`src/rtl/lte_dp_pkg.sv`:
```
// Shared definitions for the LTE 25 us datapath monitors: FSM encoding,
// default timing constants and the expected-delay helper.
package lte_dp_pkg;

    typedef enum logic [1:0] {
        ST_SEARCH = 2'd0,
        ST_CHECK  = 2'd1,
        ST_LOCK   = 2'd2
    } mon_state_e;

    localparam int unsigned FRAME_CYC_DEF = 12288;  // 25 us at 491.52 MHz
    localparam int unsigned X8_CYC_DEF    = 8;
    localparam int unsigned DLY_OFS_DEF   = 9;
    localparam int unsigned DLY_W         = 24;
    localparam int unsigned DATA_W        = 34;

    // Programmed delay plus the fixed pipeline offset, wrapping at 2^24.
    function automatic logic [DLY_W-1:0] exp_delay(input logic [DLY_W-1:0] set,
                                                   input int unsigned      ofs);
        return set + DLY_W'(ofs);
    endfunction

endpackage

```
`src/rtl/lte_delay_monitor_if.sv`:
```
// Stream, reference and status signals of the delay monitor.
interface lte_delay_monitor_if;
    import lte_dp_pkg::*;

    logic                i_fram_hd_25us;
    logic [31:0]         i_time_delay_set;
    logic                i_dly_fram_hd_25us;
    logic                i_dly_x8hd_25us;
    logic [DATA_W-1:0]   i_dly_data_25us;
    logic                i_clr;

    logic                o_fram_hd_25us;
    logic                o_x8hd_25us;
    logic [DATA_W-1:0]   o_data_25us;
    logic [DLY_W-1:0]    o_meas_delay;
    logic                o_meas_valid;
    logic                o_delay_err;
    logic                o_period_err;
    logic                o_x8_err;
    logic                o_lock;
    logic [15:0]         o_frame_cnt;

    modport master (
        output i_fram_hd_25us, i_time_delay_set, i_dly_fram_hd_25us,
               i_dly_x8hd_25us, i_dly_data_25us, i_clr,
        input  o_fram_hd_25us, o_x8hd_25us, o_data_25us, o_meas_delay,
               o_meas_valid, o_delay_err, o_period_err, o_x8_err,
               o_lock, o_frame_cnt
    );

    modport slave (
        input  i_fram_hd_25us, i_time_delay_set, i_dly_fram_hd_25us,
               i_dly_x8hd_25us, i_dly_data_25us, i_clr,
        output o_fram_hd_25us, o_x8hd_25us, o_data_25us, o_meas_delay,
               o_meas_valid, o_delay_err, o_period_err, o_x8_err,
               o_lock, o_frame_cnt
    );

endinterface

```
`src/rtl/lte_period_chk.sv`:
```
// Generic strobe-period checker. Counts cycles since the last strobe or
// restart; flags a strobe at the wrong distance, a restart without a
// coincident strobe, and a timeout once the count passes P_PERIOD.
module lte_period_chk #(
    parameter int unsigned P_PERIOD = 8
) (
    input  logic clk,
    input  logic rst_n,
    input  logic strobe,
    input  logic restart,   // phase restart, strobe must coincide with it
    output logic err,       // interval/coincidence error, combinational pulse
    output logic tmo        // single-cycle timeout pulse at count P_PERIOD+1
);
    localparam int unsigned W = $clog2(P_PERIOD + 3);

    logic [W-1:0] cnt;
    logic         armed;

    // cnt = cycles since last event; saturates just past the timeout point
    // so the timeout fires once per missing strobe.
    always_ff @(posedge clk or negedge rst_n) begin
        if (!rst_n) begin
            cnt   <= '0;
            armed <= 1'b0;
        end else if (strobe || restart) begin
            cnt   <= W'(1);
            armed <= 1'b1;
        end else if (cnt != W'(P_PERIOD + 2)) begin
            cnt <= cnt + W'(1);
        end
    end

    assign err = armed & ((restart & ~strobe) |
                          (strobe & ~restart & (cnt != W'(P_PERIOD))));
    assign tmo = armed & ~strobe & ~restart & (cnt == W'(P_PERIOD + 1));

endmodule

```
`src/rtl/lte_delay_monitor.sv`:
```
// Checker for the LTE 25 us delay stage: measures reference-to-delayed head
// distance, checks frame and x8 cadence, runs SEARCH/CHECK/LOCK and forwards
// the stream with data gated until lock.
module lte_delay_monitor
    import lte_dp_pkg::*;
#(
    parameter int unsigned P_FRAME_CYC = FRAME_CYC_DEF,
    parameter int unsigned P_X8_CYC    = X8_CYC_DEF,
    parameter int unsigned P_DLY_OFS   = DLY_OFS_DEF,
    parameter int unsigned P_LOCK_N    = 3
) (
    input  logic                clk,
    input  logic                asy_rst_n,
    lte_delay_monitor_if.slave  bus
);
    localparam logic [DLY_W-1:0] DCNT_MAX = '1;

    mon_state_e       state;
    logic [3:0]       good;
    logic [DLY_W-1:0] dcnt, set_q, meas, exp_d;
    logic             hd, ref_hd;
    logic             f_err, f_tmo, x_err, x_tmo;
    logic             dly_bad, per_bad, x8_bad, active, any_err, done_lock;
    logic [7:0]       unused_set_hi;

    assign hd            = bus.i_dly_fram_hd_25us;
    assign ref_hd        = bus.i_fram_hd_25us;
    assign unused_set_hi = bus.i_time_delay_set[31:24];

    lte_period_chk #(.P_PERIOD(P_FRAME_CYC)) u_fram_chk (
        .clk(clk), .rst_n(asy_rst_n), .strobe(hd), .restart(1'b0),
        .err(f_err), .tmo(f_tmo)
    );

    // x8 phase is re-anchored on every delayed frame head.
    lte_period_chk #(.P_PERIOD(P_X8_CYC)) u_x8_chk (
        .clk(clk), .rst_n(asy_rst_n), .strobe(bus.i_dly_x8hd_25us), .restart(hd),
        .err(x_err), .tmo(x_tmo)
    );

    // Same-cycle reference uses the set value on the bus, not the stale latch.
    assign meas      = ref_hd ? '0 : ((dcnt == DCNT_MAX) ? DCNT_MAX : dcnt + DLY_W'(1));
    assign exp_d     = exp_delay(ref_hd ? bus.i_time_delay_set[DLY_W-1:0] : set_q, P_DLY_OFS);
    assign dly_bad   = hd & (meas != exp_d);
    assign per_bad   = f_err | f_tmo;
    assign x8_bad    = x_err | x_tmo;
    assign active    = (state != ST_SEARCH);
    assign any_err   = active & (dly_bad | per_bad | x8_bad);
    assign done_lock = (state == ST_CHECK) & hd & ~any_err & (good == 4'(P_LOCK_N - 1));

    // Delay counter and delay-setting latch, both anchored on the reference head.
    always_ff @(posedge clk or negedge asy_rst_n) begin
        if (!asy_rst_n) begin
            dcnt  <= '0;
            set_q <= '0;
        end else if (ref_hd) begin
            dcnt  <= '0;
            set_q <= bus.i_time_delay_set[DLY_W-1:0];
        end else if (dcnt != DCNT_MAX) begin
            dcnt <= dcnt + DLY_W'(1);
        end
    end

    // Passthrough and measurement registers; data gated by the current lock.
    always_ff @(posedge clk or negedge asy_rst_n) begin
        if (!asy_rst_n) begin
            bus.o_fram_hd_25us <= 1'b0;
            bus.o_x8hd_25us    <= 1'b0;
            bus.o_data_25us    <= '0;
            bus.o_meas_delay   <= '0;
            bus.o_meas_valid   <= 1'b0;
        end else begin
            bus.o_fram_hd_25us <= hd;
            bus.o_x8hd_25us    <= bus.i_dly_x8hd_25us;
            bus.o_data_25us    <= bus.o_lock ? bus.i_dly_data_25us : '0;
            bus.o_meas_valid   <= hd;
            if (hd) bus.o_meas_delay <= meas;
        end
    end

    // Lock FSM with registered lock, sticky flags and frame counter.
    always_ff @(posedge clk or negedge asy_rst_n) begin
        if (!asy_rst_n) begin
            state            <= ST_SEARCH;
            good             <= '0;
            bus.o_lock       <= 1'b0;
            bus.o_delay_err  <= 1'b0;
            bus.o_period_err <= 1'b0;
            bus.o_x8_err     <= 1'b0;
            bus.o_frame_cnt  <= '0;
        end else begin
            unique case (state)
                ST_SEARCH: if (hd) begin
                    state <= ST_CHECK;
                    good  <= '0;
                end
                ST_CHECK: if (any_err) begin
                    state <= ST_SEARCH;
                end else if (done_lock) begin
                    state      <= ST_LOCK;
                    bus.o_lock <= 1'b1;
                end else if (hd) begin
                    good <= good + 4'd1;
                end
                ST_LOCK: if (any_err) begin
                    state      <= ST_SEARCH;
                    bus.o_lock <= 1'b0;
                end
                default: begin
                    state      <= ST_SEARCH;
                    bus.o_lock <= 1'b0;
                end
            endcase
            // A new error in the clear cycle still lands in the flag.
            bus.o_delay_err  <= (bus.o_delay_err  & ~bus.i_clr) | (active & dly_bad);
            bus.o_period_err <= (bus.o_period_err & ~bus.i_clr) | (active & per_bad);
            bus.o_x8_err     <= (bus.o_x8_err     & ~bus.i_clr) | (active & x8_bad);
            if (bus.i_clr)
                bus.o_frame_cnt <= '0;
            else if (hd && (state == ST_LOCK || done_lock))
                bus.o_frame_cnt <= bus.o_frame_cnt + 16'd1;
        end
    end

endmodule

```
`src/flat_wrapper.sv`:
```
// flat-port wrapper written by rule: the top's interface ports become plain ports
module lte_delay_monitor_flat import lte_dp_pkg::*;
#(
    parameter int unsigned P_FRAME_CYC = FRAME_CYC_DEF,
    parameter int unsigned P_X8_CYC    = X8_CYC_DEF,
    parameter int unsigned P_DLY_OFS   = DLY_OFS_DEF,
    parameter int unsigned P_LOCK_N    = 3
)
  (clk, asy_rst_n, bus_i_fram_hd_25us, bus_i_time_delay_set, bus_i_dly_fram_hd_25us, bus_i_dly_x8hd_25us, bus_i_dly_data_25us, bus_i_clr, bus_o_fram_hd_25us, bus_o_x8hd_25us, bus_o_data_25us, bus_o_meas_delay, bus_o_meas_valid, bus_o_delay_err, bus_o_period_err, bus_o_x8_err, bus_o_lock, bus_o_frame_cnt);
  lte_delay_monitor_if bus_i ();
  input  logic clk;
  input  logic asy_rst_n;
  input wire logic [$bits(bus_i.i_fram_hd_25us)-1:0] bus_i_fram_hd_25us;
  input wire logic [$bits(bus_i.i_time_delay_set)-1:0] bus_i_time_delay_set;
  input wire logic [$bits(bus_i.i_dly_fram_hd_25us)-1:0] bus_i_dly_fram_hd_25us;
  input wire logic [$bits(bus_i.i_dly_x8hd_25us)-1:0] bus_i_dly_x8hd_25us;
  input wire logic [$bits(bus_i.i_dly_data_25us)-1:0] bus_i_dly_data_25us;
  input wire logic [$bits(bus_i.i_clr)-1:0] bus_i_clr;
  output wire logic [$bits(bus_i.o_fram_hd_25us)-1:0] bus_o_fram_hd_25us;
  output wire logic [$bits(bus_i.o_x8hd_25us)-1:0] bus_o_x8hd_25us;
  output wire logic [$bits(bus_i.o_data_25us)-1:0] bus_o_data_25us;
  output wire logic [$bits(bus_i.o_meas_delay)-1:0] bus_o_meas_delay;
  output wire logic [$bits(bus_i.o_meas_valid)-1:0] bus_o_meas_valid;
  output wire logic [$bits(bus_i.o_delay_err)-1:0] bus_o_delay_err;
  output wire logic [$bits(bus_i.o_period_err)-1:0] bus_o_period_err;
  output wire logic [$bits(bus_i.o_x8_err)-1:0] bus_o_x8_err;
  output wire logic [$bits(bus_i.o_lock)-1:0] bus_o_lock;
  output wire logic [$bits(bus_i.o_frame_cnt)-1:0] bus_o_frame_cnt;
  assign bus_i.i_fram_hd_25us = bus_i_fram_hd_25us;
  assign bus_i.i_time_delay_set = bus_i_time_delay_set;
  assign bus_i.i_dly_fram_hd_25us = bus_i_dly_fram_hd_25us;
  assign bus_i.i_dly_x8hd_25us = bus_i_dly_x8hd_25us;
  assign bus_i.i_dly_data_25us = bus_i_dly_data_25us;
  assign bus_i.i_clr = bus_i_clr;
  assign bus_o_fram_hd_25us = bus_i.o_fram_hd_25us;
  assign bus_o_x8hd_25us = bus_i.o_x8hd_25us;
  assign bus_o_data_25us = bus_i.o_data_25us;
  assign bus_o_meas_delay = bus_i.o_meas_delay;
  assign bus_o_meas_valid = bus_i.o_meas_valid;
  assign bus_o_delay_err = bus_i.o_delay_err;
  assign bus_o_period_err = bus_i.o_period_err;
  assign bus_o_x8_err = bus_i.o_x8_err;
  assign bus_o_lock = bus_i.o_lock;
  assign bus_o_frame_cnt = bus_i.o_frame_cnt;
  lte_delay_monitor #(.P_FRAME_CYC(P_FRAME_CYC), .P_X8_CYC(P_X8_CYC), .P_DLY_OFS(P_DLY_OFS), .P_LOCK_N(P_LOCK_N)) u_core (.clk(clk), .asy_rst_n(asy_rst_n), .bus(bus_i));
endmodule
```
`config.mk`:
```
export PLATFORM = sky130hd
export DESIGN_NAME = lte_delay_monitor_flat
export DESIGN_NICKNAME = d
export VERILOG_FILES = /design/src/rtl/lte_dp_pkg.sv /design/src/rtl/lte_delay_monitor_if.sv /design/src/rtl/lte_period_chk.sv /design/src/rtl/lte_delay_monitor.sv /design/src/flat_wrapper.sv
export SDC_FILE = /design/constraint.sdc
export NUM_CORES = 1
export LEC_CHECK = 0
export BUFFER_PORTS_ARGS = -buffer_cell sky130_fd_sc_hd__buf_2
export CAP_MARGIN = 20
export CORE_MARGIN = 5
export CORE_UTILIZATION = 55
export CTS_CLUSTER_SIZE = 25
export DETAILED_ROUTE_END_ITERATION = 8
export PLACE_DENSITY = 0.8
export SYNTH_ARGS = -nofsm -noshare
export SYNTH_HDL_FRONTEND = slang
export SYNTH_SLANG_ARGS = --single-unit
```
`constraint.sdc`:
```
create_clock -name clk -period 7.01 [get_ports clk]
set_clock_uncertainty 0.05 [all_clocks]
set_input_delay 1.7525 -clock clk [delete_from_list [all_inputs] [get_ports clk]]
set_output_delay 1.7525 -clock clk [all_outputs]
set_load 0.01 [all_outputs]
```
==> results.txt, run 1 <==
* Area taken by flip-flops and latches: 3854 µm²
- The first global-routing pass estimated roughly 30000 µm of wire.
- Fraction of layout cells with a size suffix above 1: 0.2405
* Clk sink count: 154
- Clock slew seen by the registers of the worst setup and hold paths: about 60 ps
- Top post-synthesis cells by count: dfrtp_1, nand2_1, nor2_1
- After clock tree synthesis, the flow added hold-fix buffers numbering 0.
- Worst supply voltage drop on vdd: roughly 200 µV
- Top cells by area, synth: dfrtp_1, mux2_2, and2_1
- Number of iterations in the first detailed-routing pass: 4
- Post-DP HPWL: 13270 µm
* Post-Synthesis Mean Instance Area: about 10 µm²
- Summing every instance area after synthesis gives 8041 µm².
- Fin Setup TNS: 0 ps
* Remaining antenna violation count after routing: 0
- dfrtp_1 is the most common cell in the netlist.
* Crit-path max cell delay: around 780 ps
* Mapped Cells: roughly 800
- Leading area contributor after synthesis: dfrtp_1
* Hold Worst Slack: ~420 ps
* Number of gates given a new drive strength after cts: 0
- At the pin with the least slew margin, the transition time is 892.0 ps.
- Counting every net in the synthesized netlist gives about 890.
- Clock latency on the worst-skew pair, taken at its later pin, is between 400 and 500 ps.
- Among the stages of the critical path, the cell type that occurs most often is a21oi_1.
* Count of pins on the block boundary: 153
- Setup repair bufs after CTS: 0
- Area added between synthesis and finish: 17.57%
- Walking the worst path, the cells encountered are buf_2 > buf_4 > nand4_2 > a221oi_2 > a21oi_1 > nor4b_1 > o21bai_1 > a22oi_1 > nand4b_1 > o21a_1 > or4_1 > a21oi_1.
- The smallest clock period supported by the final layout is computed as 5568 ps.
- Synthesis inferred approximately 150 register bits.
* Final clock period utilization by the worst path: 0.7943
- The die covers approximately 17000 µm².
- Global routing met3 resource utilization: 0.05366
* Mean routed wirelength per cell: approximately 16 µm
- Die Span Y: between 100 and 150 µm
* Number of distinct library cells after synthesis: 73
- Setup violations remaining at the end of the flow were counted as 0.
* Routed vias: between 6k and 7k
- Among all flip-flop cells after synthesis, the most frequent one is dfrtp_1.
- Count of pins over their slew limit: 0
- Of all nets on the critical path, the largest fanout is 37.
* Filler cell count: roughly 1.2k
- Total track usage: 0.2224
- For this run, the register share of the synthesized area comes to 0.4792.
- Drt total wl: about 18000 µm
- Port buffering added around 140 buffers.
- STA puts the critical path data arrival time at 5860 ps.
- Entering global routing, the biggest net connects between 90 and 100 pins.
- For met1 alone, demand over resource in global routing was 0.3177.
- Count of unresolved DRC violations after routing: 0
- Number of instances on the worst hold path: 1
- Total area of multi-input combinational cells: slightly below 4000 µm²
- The global routing stage identified its most utilized layer as met2.
- Largest delay share family, worst path: compound AO/OA/AOI/OAI gates
- Core outline area: approximately 14000 µm²
- Number of max-cap violations: 0
* Placer's final routability congestion estimate: about 0.83
* Unrepaired setup endpoints after global routing: false
- The floorplan has 44 rows.
- The cell sitting at the root of the clock tree is a clkbuf_16.
* Static leakage: approximately 4.4 nW
- YS warnings: 0
- Of the post-synthesis cell area, the dominant cell type holds 0.4792.
- Startpoint types: input port
- Headroom to the max-slew limit came out at 0.4053.
* Number of synthesized flops with an enable pin: 0
- Number of antenna diodes: 0
- STA classifies the critical path endpoint as a flop.
* Proportion of synthesized flip-flops having asynchronous set or reset: 1.000
- Die span in x: 130.9 µm
* Total CTS buffers: 17
- Timing would allow up to ~180 MHz.
* Vias per cell: ~5.8
- For met2 alone, demand over resource in global routing was 0.3428.
- The H-tree was split into 4 levels.
* Residual overflow from global routing: 0
- In this run the power density over the cells is ~250 nW/µm².
* Min-delay worst type: reg2reg
- The number of hold violations in the final report is 0.
* Antenna violations before repair: 0
- Library cell contributing the largest single delay on the critical path: a221oi_2
* Number of gates on the worst path with buffers counted: 12
* R2r setup slk: around 2100 ps
* Final layout net count: between 1k and 1.5k
- Initial core utilization: 0.5575
- The clock passes through at most 2 buffers.
* Outcome: completed
* Number of cells traversed by the worst register-to-register path: 11
- TritonCTS built the clock tree.
* Type of the setup path with the least slack: in2reg
* Iter 0 DRT Violations: between 400 and 500
- Sum of buffers and inverters on the critical path: 2
* Required time at the worst-slack endpoint: around 7300 ps
- Number of global-route vias before repair: 6257
-- routing by layer --
layer | wire, µm | vias to the layer above
met5 | 0 | -
met4 | 207 | 0
met3 | 1285 | 17
met2 | 8524 | 194
met1 | 8446 | 3155
li1 | - | 3161
-- worst paths after layout --
check	start	endpoint
worst min-delay path	u_core.u_x8_chk.armed	u_core.u_x8_chk.armed
worst max register to register	u_core.dcnt[0]	u_core.bus.o_frame_cnt[15]
max in group asynchronous	asy_rst_n	u_core.bus.o_meas_delay[19]
min in group asynchronous	asy_rst_n	u_core.set_q[2]
worst max-delay path	bus_i_fram_hd_25us	u_core.bus.o_frame_cnt[15]
worst min register to register	u_core.u_x8_chk.armed	u_core.u_x8_chk.armed
-- through the flow --
stage | utilization | instances | instance area [µm²] | setup slack [ps] | power, mW
floorplan | - | 804 | 8041 | 1263 | 1.320
global placement | 0.6138 | 1100 | 8853 | 1188 | 1.478
detailed placement | 0.6138 | 1100 | 8853 | 1067 | 1.493
CTS | 0.6554 | 1132 | 9454 | 1511 | 2.423
global route | 0.6554 | 1132 | 9454 | 1068 | 2.522
finish | 0.6554 | 1132 | 9454 | 1442 | 2.397
-- state kept, by name (all words and copies together) (netlist names) --
name and count:
u_core.u_fram_chk.cnt 14, u_core.dcnt 24, u_core.state 2, u_core.bus.o_period_err 1, u_core.u_fram_chk.armed 1, u_core.u_x8_chk.cnt 4, u_core.bus.o_x8_err 1, u_core.good 4
u_core.bus.o_x8hd_25us 1, u_core.bus.o_delay_err 1, u_core.bus.o_data_25us 34, u_core.bus.o_lock 1, u_core.bus.o_frame_cnt 16, u_core.bus.o_meas_delay 24, u_core.bus.o_fram_hd_25us 1, u_core.set_q 24
u_core.u_x8_chk.armed 1
-- where the power goes --
group          leakage [nW]  switching, mW  total (mW)  internal (mW)
logic                  2.16          0.241       0.424          0.183
registers              1.96         0.0607        1.05          0.989
clock network         0.289          0.382       0.924          0.542
total                  4.41          0.683        2.40           1.71
-- placed cells by master (no fill, tap or decap), types with 5 or more instances in the layout --
cell and count:
mux2_2 26, a31oi_1 13, nor2b_1 8, nand4b_1 5, inv_1 26, nand2_1 59
and3_1 18, buf_2 143, xor2_1 24, nand3b_1 5, nor4_1 11, buf_4 6
nand3_1 36, o31ai_1 9, mux2i_1 11, ha_1 13, a21o_1 5, and4_1 9
nor3_1 13, or3_1 15, nand4_1 19, o21ai_0 33, clkbuf_16 17, o211ai_1 5
or4_1 9, xnor2_1 30, nor2_1 53, and2_1 43, nand2b_1 5, dfrtp_1 154
a21oi_1 45
-- area by class of cell --
class	count	area share
clock buffers	18	0.04645
inverters	26	0.01032
multi-input cells	586	0.4125
clock inverters	14	0.01707
flip-flops and latches	154	0.4076
well taps	184	0.02435
repair buffers	150	0.08166
-- cells by family (layout without fill, tap and decap cells) --
family | after synthesis | after routing | synth area share
AOI/OAI and AO/OA | 150 | 150 | 0.1207
xor gates and xnor gates | 54 | 54 | 0.05881
adders and majority gates | 13 | 13 | 0.02023
buffers and inverters | 64 | 208 | 0.03579
DFF | 154 | 154 | 0.4792
muxes | 37 | 37 | 0.05010
and+or+nand+nor | 332 | 332 | 0.2351
(Power assumes the default switching activity.)
==> inputs of run 2 (changes only) <==
Settings changed: ABC_AREA from default to 1, PLACE_DENSITY 0.8 to 0.79.
Clock period 7.01 ns to 5.8 ns, I/O delays scaled along.
==> run 2 against run 1 <==
Critical path depth increased by 12. Clock-buffer cell count decreased by 1. Die area up 9.6%. Synthesized cell count increased by 50%. Area after synthesis increased by 10%. Via count is 21% higher. Worst hold slack improved by 5.9 ps. Final cell count is 39% higher. Sequential power rose by 18%. Combinational power up 35%. Register-to-register slack better by 140 ps. Sequential share of layout area decreased by 3.6 points.
==> results.txt, run 2 <==
- The run finished with clean final reports.
- Fraction of layout cells with a size suffix above 1: 0.2077
- Capture point of the worst reg-to-reg path: u_core.bus.o_frame_cnt[15]
* Most common cell after layout, fill and taps aside: nand2_1
- Type of the setup path with the least slack: in2reg
- Slew margin rel.: 0.5846
- 153 I/O pins were placed.
- Setup WS pre-CTS: 863.6 ps
- Dividing the detail-routed wire length by the instance count gives 13.63 µm.
- Clock-pin slew was measured on the worst setup and hold paths at around 70 ps.
- Dividing the final minimum period by the clock period gives 0.7783.
- STA puts the critical path data required time at slightly above 6000 ps.
- Synthesis handed over a netlist of between 1k and 1.5k instances.
- Once layout is done, the placed cells without fillers occupy between 10000 and 15000 µm².
- Setup repair after global routing left no endpoint under its margin.
* Leading area contributor after synthesis: dfrtp_1
- The die covers about 19000 µm².
- Along the worst path, the maximum fanout reaches 37.
- Fin Setup TNS: 0 ps
- Iter 0 DRT Violations: 407
- For the worst setup path, the data arrival time is between 4000 and 5000 ps.
- Across the run, the number of max-cap violations was 0.
* Worst setup slack after layout: approximately 1300 ps
* Residual overflow from global routing: 0
- After detailed routing, the met3 layer carries 1147 µm of wire.
- The first TritonRoute pass finished after 4 iterations.
- STA classifies the critical path endpoint as a flop.
- YS warnings: 0
- The number of nets handed over by synthesis was 1291.
- Drt total wl: between 20000 and 25000 µm
* Top cells by area, synth: dfrtp_1, nand2_1, inv_1
- The core region is approximately 16000 µm².
- Clock Tree Root: clkbuf_16
* Area added between synthesis and finish: 16.82%
* Buffer depth of the longest clock path: 2
* M1 WL: between 9000 and 10000 µm
* Sequential-to-total area share from yosys stat: 0.4342
* Met2 wire len: about 10000 µm
* Most used flip-flop cell after synthesis: dfrtp_1
- After the flow finishes, the layout carries non-filler instances totaling ~1.6k.
* Source-to-sink clock delay at the later pin of the worst-skew pair: 430 ps
- Filler cell count: about 1.4k
- Startpoint types: input port
- Die span in x: 137.0 µm
- Number of cells traversed by the worst register-to-register path: 21
- During placement, the flow inserted port buffers numbering between 100 and 150.
- Routability-driven placement finished with a final weighted congestion of between 0.9 and 1.
- Proportion of synthesized flip-flops having asynchronous set or reset: 1.000
- Min-delay worst type: reg2reg
- In this run the remaining antenna-violating nets after routing total 0.
- Top cell type's share of synthesized area: 0.4342
- Overall power consumption after layout is estimated at 2.921 mW.
* Number of instances on the worst hold path: 2
- The number of antenna violations at the first check in global routing came to 0.
- Post-Synthesis Mean Instance Area: 7.359 µm²
- Post-CTS timing repair inserted 0 buffers for setup.
* Hold Crit Start: u_core.bus.o_meas_delay[7]
* Largest register FFs: 34
- Die Span Y: 137.0 µm
- Top achievable clock speed: approximately 220 MHz
- Setup violations remaining at the end of the flow were counted as 0.
- Worst Tran Pin Value: 622.4 ps
- Counting flops and latches in the post-synthesis netlist gives ~150.
* Maximum number of pins on one net before global-route repair: roughly 110
* Area taken by flip-flops and latches: about 3900 µm²
- Highest-count cells in the layout ignoring fill and taps: nand2_1, inv_1, dfrtp_1
* Initial core utilization: 0.5587
- Min Clock Period, post-route: ~4500 ps
- Terminating pin of the worst hold path: u_core.bus.o_meas_delay[7]
* H-tree level count: 4
- Standard-cell row count: 46
- Among all cell types in the netlist, the one instantiated most often is nand2_1.
* Number of antenna diodes: 0
* Total power divided by cell area: around 280 nW/µm²
- Register bank with the most flops: u_core.bus.o_data_25us
- TritonCTS clock tree: built
* Highest signal layer in the routed design: met4
* Routed vias: slightly below 8k
- Launch instance of the worst register-to-register path: u_core.dcnt[0]
* Total track usage: 0.2331
- IR analysis of the VDD net gives a maximum drop of approximately 210 µV.
- After clock tree synthesis, the flow added hold-fix buffers numbering 0.
* Number of global-route vias before repair: approximately 7.3k
- Final layout net count: 1430
- Global-route wire length before repair: around 35000 µm
- The total count of max-transition violations in the final report was 0.
* Fin. Hold Viols: 0
* Top post-synthesis cells by count: nand2_1, inv_1, dfrtp_1
- Vias per cell: about 5.0
* Total CTS buffers: 17
- Total area of multi-input combinational cells: about 4200 µm²
- R2r setup slk: ~2200 ps
- Count of unresolved DRC violations after routing: 0
- Post-placement cell area: approximately 9700 µm²
- Once detailed placement completed, the half-perimeter wirelength came to 15550 µm.
- Number of synthesized flops with an enable pin: 0
- The cell area that synthesis handed to floorplanning was approximately 8900 µm².
- Post-CTS repair changed the size of 0 cells.
- For this design the static power due to leakage is 5.827 nW.
- Number of distinct library cells after synthesis: 45
- # placed instances: between 1.5k and 2k
- Clock tree synthesis found a total of approximately 150 sinks.
run 2: changes by cell type in the layout (fill, tap and decap cells not counted), sizes merged, moves of 34 or more:
cell,before,now
nand3,37,112
nand2,60,437
a21oi,45,11
and2,43,1
nor2,53,115
inv,31,179
run 2: worst max path at each step:
stage / startpoint / end / slack, ps / cells after the start
6_report: bus_i_fram_hd_25us / u_core.bus.o_frame_cnt[15] / 1290 / 24
2_1_floorplan: bus_i_fram_hd_25us / u_core.bus.o_frame_cnt[10] / 2030 / 25
5_1_grt: bus_i_fram_hd_25us / u_core.bus.o_frame_cnt[15] / 890 / 24
3_5_place_dp: bus_i_fram_hd_25us / u_core.bus.o_frame_cnt[15] / 860 / 23
4_1_cts: bus_i_fram_hd_25us / u_core.bus.o_frame_cnt[15] / 1300 / 23
3_3_place_gp: bus_i_fram_hd_25us / u_core.bus.o_frame_cnt[12] / 960 / 23
run 2: final cells by class:
type / instances / area share
inverters: 173 / 0.06312
well taps: 216 / 0.02607
clock inverters: 15 / 0.01521
multi-input cells: 845 / 0.4004
clock buffers: 17 / 0.04103
flip-flops and latches: 154 / 0.3717
repair buffers: 154 / 0.08243
run 2: per-layer routing:
metal  vias up  GRT usage
met5         -          0
met4         0    0.07095
met3        35    0.04890
met2       210     0.3815
met1      3623     0.3126
li1       4061          -
run 2: cell families (layout without fill, tap and decap cells):
| logic type | Yosys count | in the layout | synth area share |
|---|---|---|---|
| buffers and inverters | 207 | 359 | 0.09798 |
| XOR/XNOR | 24 | 24 | 0.02369 |
| adder cells (fa/ha/maj) | 13 | 13 | 0.01833 |
| AND/OR/NAND/NOR | 727 | 727 | 0.3702 |
| flip-flops | 154 | 154 | 0.4342 |
| AO/OA/AOI/OAI | 81 | 81 | 0.05555 |
run 2: worst max-delay path, stage by stage:
cell and delay (ps):
buf_2 280, inv_6 320, nand2_1 120, nand2_2 150
ha_1 180, nand2_1 80, nand2_2 200, nand2_1 150
inv_2 150, nand2_1 90, nand2_1 80, nand2_1 50
nand2_1 90, nand3_1 70, nor2_1 100, nand3_1 90
nor2_1 120, nand2_1 110, nand2_2 120, nand4_2 120
nand2_4 240, nand2_4 200, nand3_1 130, nand2_1 60
run 2: report_power, final:
| group | switching (mW) | internal, mW | leakage, nW |
|---|---|---|---|
| sequential | 0.0548 | 1.18 | 2.04 |
| clock | 0.502 | 0.610 | 0.287 |
| combinational | 0.370 | 0.201 | 3.50 |
run 2: stage by stage:
stage	utilization	hold WS, ps
floorplan	-	384.1
global placement	0.6112	400.0
detailed placement	0.6112	410.5
CTS	0.6479	427.1
global route	0.6526	452.8
finish	0.6526	425.6
==> inputs of run 3 (changes only) <==
Settings changed: CORE_UTILIZATION 55 to 51, PLACE_DENSITY 0.79 to 0.77.
Clock period 5.8 ns to 3.9 ns, I/O delays scaled along.
==> run 3 against run 2 <==
Total power is 48% higher. Clock power grew 49%. Non-clock buffer count rose by 14. Sequential power is 48% higher. Sequential share of layout area down 0.36 points. Final cell count grew 1.5%. Combinational power grew 49%. Routed wire length up 0.18%. Via count is 0.23% lower. Global-route usage shrank 1.1 points. Critical path type unchanged. Critical endpoint is now u_core.good[0].
==> results.txt, run 3 (same netlist as run 2, synthesis figures left out) <==
* Vias per cell: approximately 5
- Count of pins over their slew limit: 0
- Most common cell after layout, fill and taps aside: nand2_1
- The worst setup path is captured at a flop.
* Unrepaired setup endpoints after global routing: false
- In this run the static leakage power is 5.885 nW.
- After clock tree synthesis, the flow added hold-fix buffers numbering 0.
- Of the total power, combinational logic draws 0.197.
- The register with the most flip-flops in the layout has 34 of them.
* Top achievable clock speed: 297.7 MHz
* Number of gates given a new drive strength after cts: 0
- Clock Tree Root: clkbuf_16
- The library cells used most frequently in the layout, excluding fill and tap cells, are nand2_1, inv_1, dfrtp_1.
* Launch instance of the worst register-to-register path: u_core.dcnt[0]
- Of the total power, the share spent switching nets is 0.3264.
- Post-route insts no fill: 1597
- Number of max-cap violations: 0
- Crit-path max cell delay: ~230 ps
- Number of antenna diodes: 0
- At the end of routability-driven placement, the weighted congestion stood at between 0.9 and 1.
- Count of unresolved DRC violations after routing: 0
- Total track usage: 0.2224
- Hold Worst Slack: roughly 430 ps
- Number of instances on the worst hold path: 2
- Largest delay share family, worst path: simple AND/OR/NAND/NOR gates
* Global-route wire length before repair: 36680 µm
- Dividing the detail-routed wire length by the instance count gives roughly 13 µm.
- The first routing iteration left between 400 and 500 violations.
- Fin util: 0.6096
- Fraction of layout cells with a size suffix above 1: 0.2157
- Of the available clock period, the critical path in the final layout requires 0.8614.
- TritonCTS created 17 clock buffers.
- The critical path is of the in2reg type.
- Startpoint types: input port
- The internal portion of the total power is between 2 and 3 mW.
- Worst Tran Pin Value: 565.9 ps
- Fin. Hold Viols: 0
- IR analysis of the VDD net gives a maximum drop of around 330 µV.
- Hold Crit Start: u_core.bus.o_meas_delay[11]
- In this run the tightest slew margin relative to its limit is 0.6227.
- The initial utilization of the core area, before any placement, comes to 0.5167.
- Fin Setup TNS: 0 ps
- R2r setup slk: about 760 ps
- Source-to-sink clock delay at the later pin of the worst-skew pair: approximately 430 ps
* # placed instances: between 1.5k and 2k
- Filler cell count: around 1.6k
- Port buffering added between 100 and 150 buffers.
- Core outline area: roughly 17000 µm²
- At the worst endpoint, the arrival time is between 3000 and 4000 ps.
- Worst-path maximum fanout: 13
* Library cell contributing the largest single delay on the critical path: buf_2
- Number of iterations in the first detailed-routing pass: 5
* Part of the power in the clock network: 0.380
- Floorplan die area: a little over 20000 µm²
- The die is between 100 and 150 µm wide.
- Capture point of the worst reg-to-reg path: u_core.good[0]
- Die Span Y: between 100 and 150 µm
- Setup violations remaining at the end of the flow were counted as 0.
- Antenna violations before repair: 0
- The tightest min-delay check is of the reg2reg type.
* Flop pwr share: 0.423
- Dividing total power by cell area gives a power density of just over 400 nW/µm².
* Number of global-route vias before repair: 7713
- The cell that appears most often on the critical path is nand2_1.
- After clock tree synthesis, the clock-pin slew on the worst setup and hold paths is 70 ps.
- Entering global routing, the biggest net connects between 60 and 70 pins.
* Residual overflow from global routing: 0
- Outcome: completed
- For this design the top-level I/O count stands at about 150.
- The H-tree was split into 4 levels.
- Once detail routing completed, the nets flagged for antenna violations numbered 0.
- Sum of buffers and inverters on the critical path: 4
- Buffer depth of the longest clock path: 2
- Routed vias: between 7k and 8k
- The final layout contains 1444 nets.
- Number of cells traversed by the worst register-to-register path: 23
* Min Clock Period, post-route: approximately 3400 ps
- Setup repair bufs after CTS: 0
* Area added between synthesis and finish: 17.97%
- Post-DP HPWL: roughly 16000 µm
- The tree built by TritonCTS fans out to ~150 sinks.
- TritonCTS clock tree: built
* Total power draw: approximately 4.3 mW
- Net switching power: 1.413 mW
- Register bank with the most flops: u_core.bus.o_data_25us
* Drt total wl: between 20000 and 25000 µm
- Required time at the worst-slack endpoint: ~4200 ps
* Standard-cell row count: 48
* Terminating pin of the worst hold path: u_core.bus.o_meas_delay[11]
-- run 3: power by group through the flow --
stage          clock [mW]  sequential (mW)  combinational, mW
6_report             1.65             1.83              0.853
5_1_grt              1.75             1.85              0.973
4_1_cts              1.68             1.83              0.867
3_5_place_dp            0             1.86              0.862
3_3_place_gp            0             1.85              0.837
2_1_floorplan           0             1.92              0.478
-- run 3: metal layers --
| metal | GRT usage | wire length [µm] |
|---|---|---|
| met1 | 0.2968 | 9599 |
| met3 | 0.04786 | 1049 |
| met4 | 0.06919 | 439 |
| met2 | 0.3652 | 10400 |
| met5 | 0 | 0 |
-- run 3: final cells by class --
type | instances | area, µm² | area share
flip-flops and latches | 154 | 3854 | 0.3681
inverters | 173 | 654.4 | 0.06250
multi-input cells | 845 | 4151 | 0.3965
repair buffers | 168 | 932.1 | 0.08903
well taps | 225 | 281.5 | 0.02689
clock inverters | 15 | 171.4 | 0.01637
clock buffers | 17 | 425.4 | 0.04063
-- run 3: worst max path at each step --
stage / slack (ps) / startpoint / endpoint / cells after the start
after floorplan: 600 / bus_i_fram_hd_25us / u_core.bus.o_frame_cnt[10] / 25
after global placement: 140 / bus_i_fram_hd_25us / u_core.bus.o_frame_cnt[15] / 24
after detailed placement: 100 / bus_i_fram_hd_25us / u_core.bus.o_frame_cnt[15] / 24
after CTS: 550 / bus_i_fram_hd_25us / u_core.bus.o_frame_cnt[15] / 24
after global routing: 240 / bus_i_fram_hd_25us / u_core.bus.o_frame_cnt[0] / 24
final: 540 / bus_i_fram_hd_25us / u_core.good[0] / 25
-- run 3: metrics by stage --
stage               cell area (µm²)  setup WS [ps]
finish                        10470          540.7
global route                  10470          240.0
CTS                           10470          548.4
detailed placement             9873          104.2
global placement               9873          138.9
floorplan                      8875          602.8
-- run 3: worst reg2reg max path, stage by stage (launching register included) --
cell and delay [ps]:
dfrtp_1 400, ha_1 250, nand2_1 120, nor2_4 60, nand3_1 210, clkinv_1 140
nand4_1 90, buf_4 210, nand2_1 110, inv_1 130, nand2_1 70, nand2_1 60
nand2_1 50, nor2_1 100, nand3_1 80, nor2_1 120, nand2_1 100, nand2_2 110
nand2_2 100, nor2_2 130, nand2_1 120, nand2_4 150, nand2_1 60, o21ai_1 70
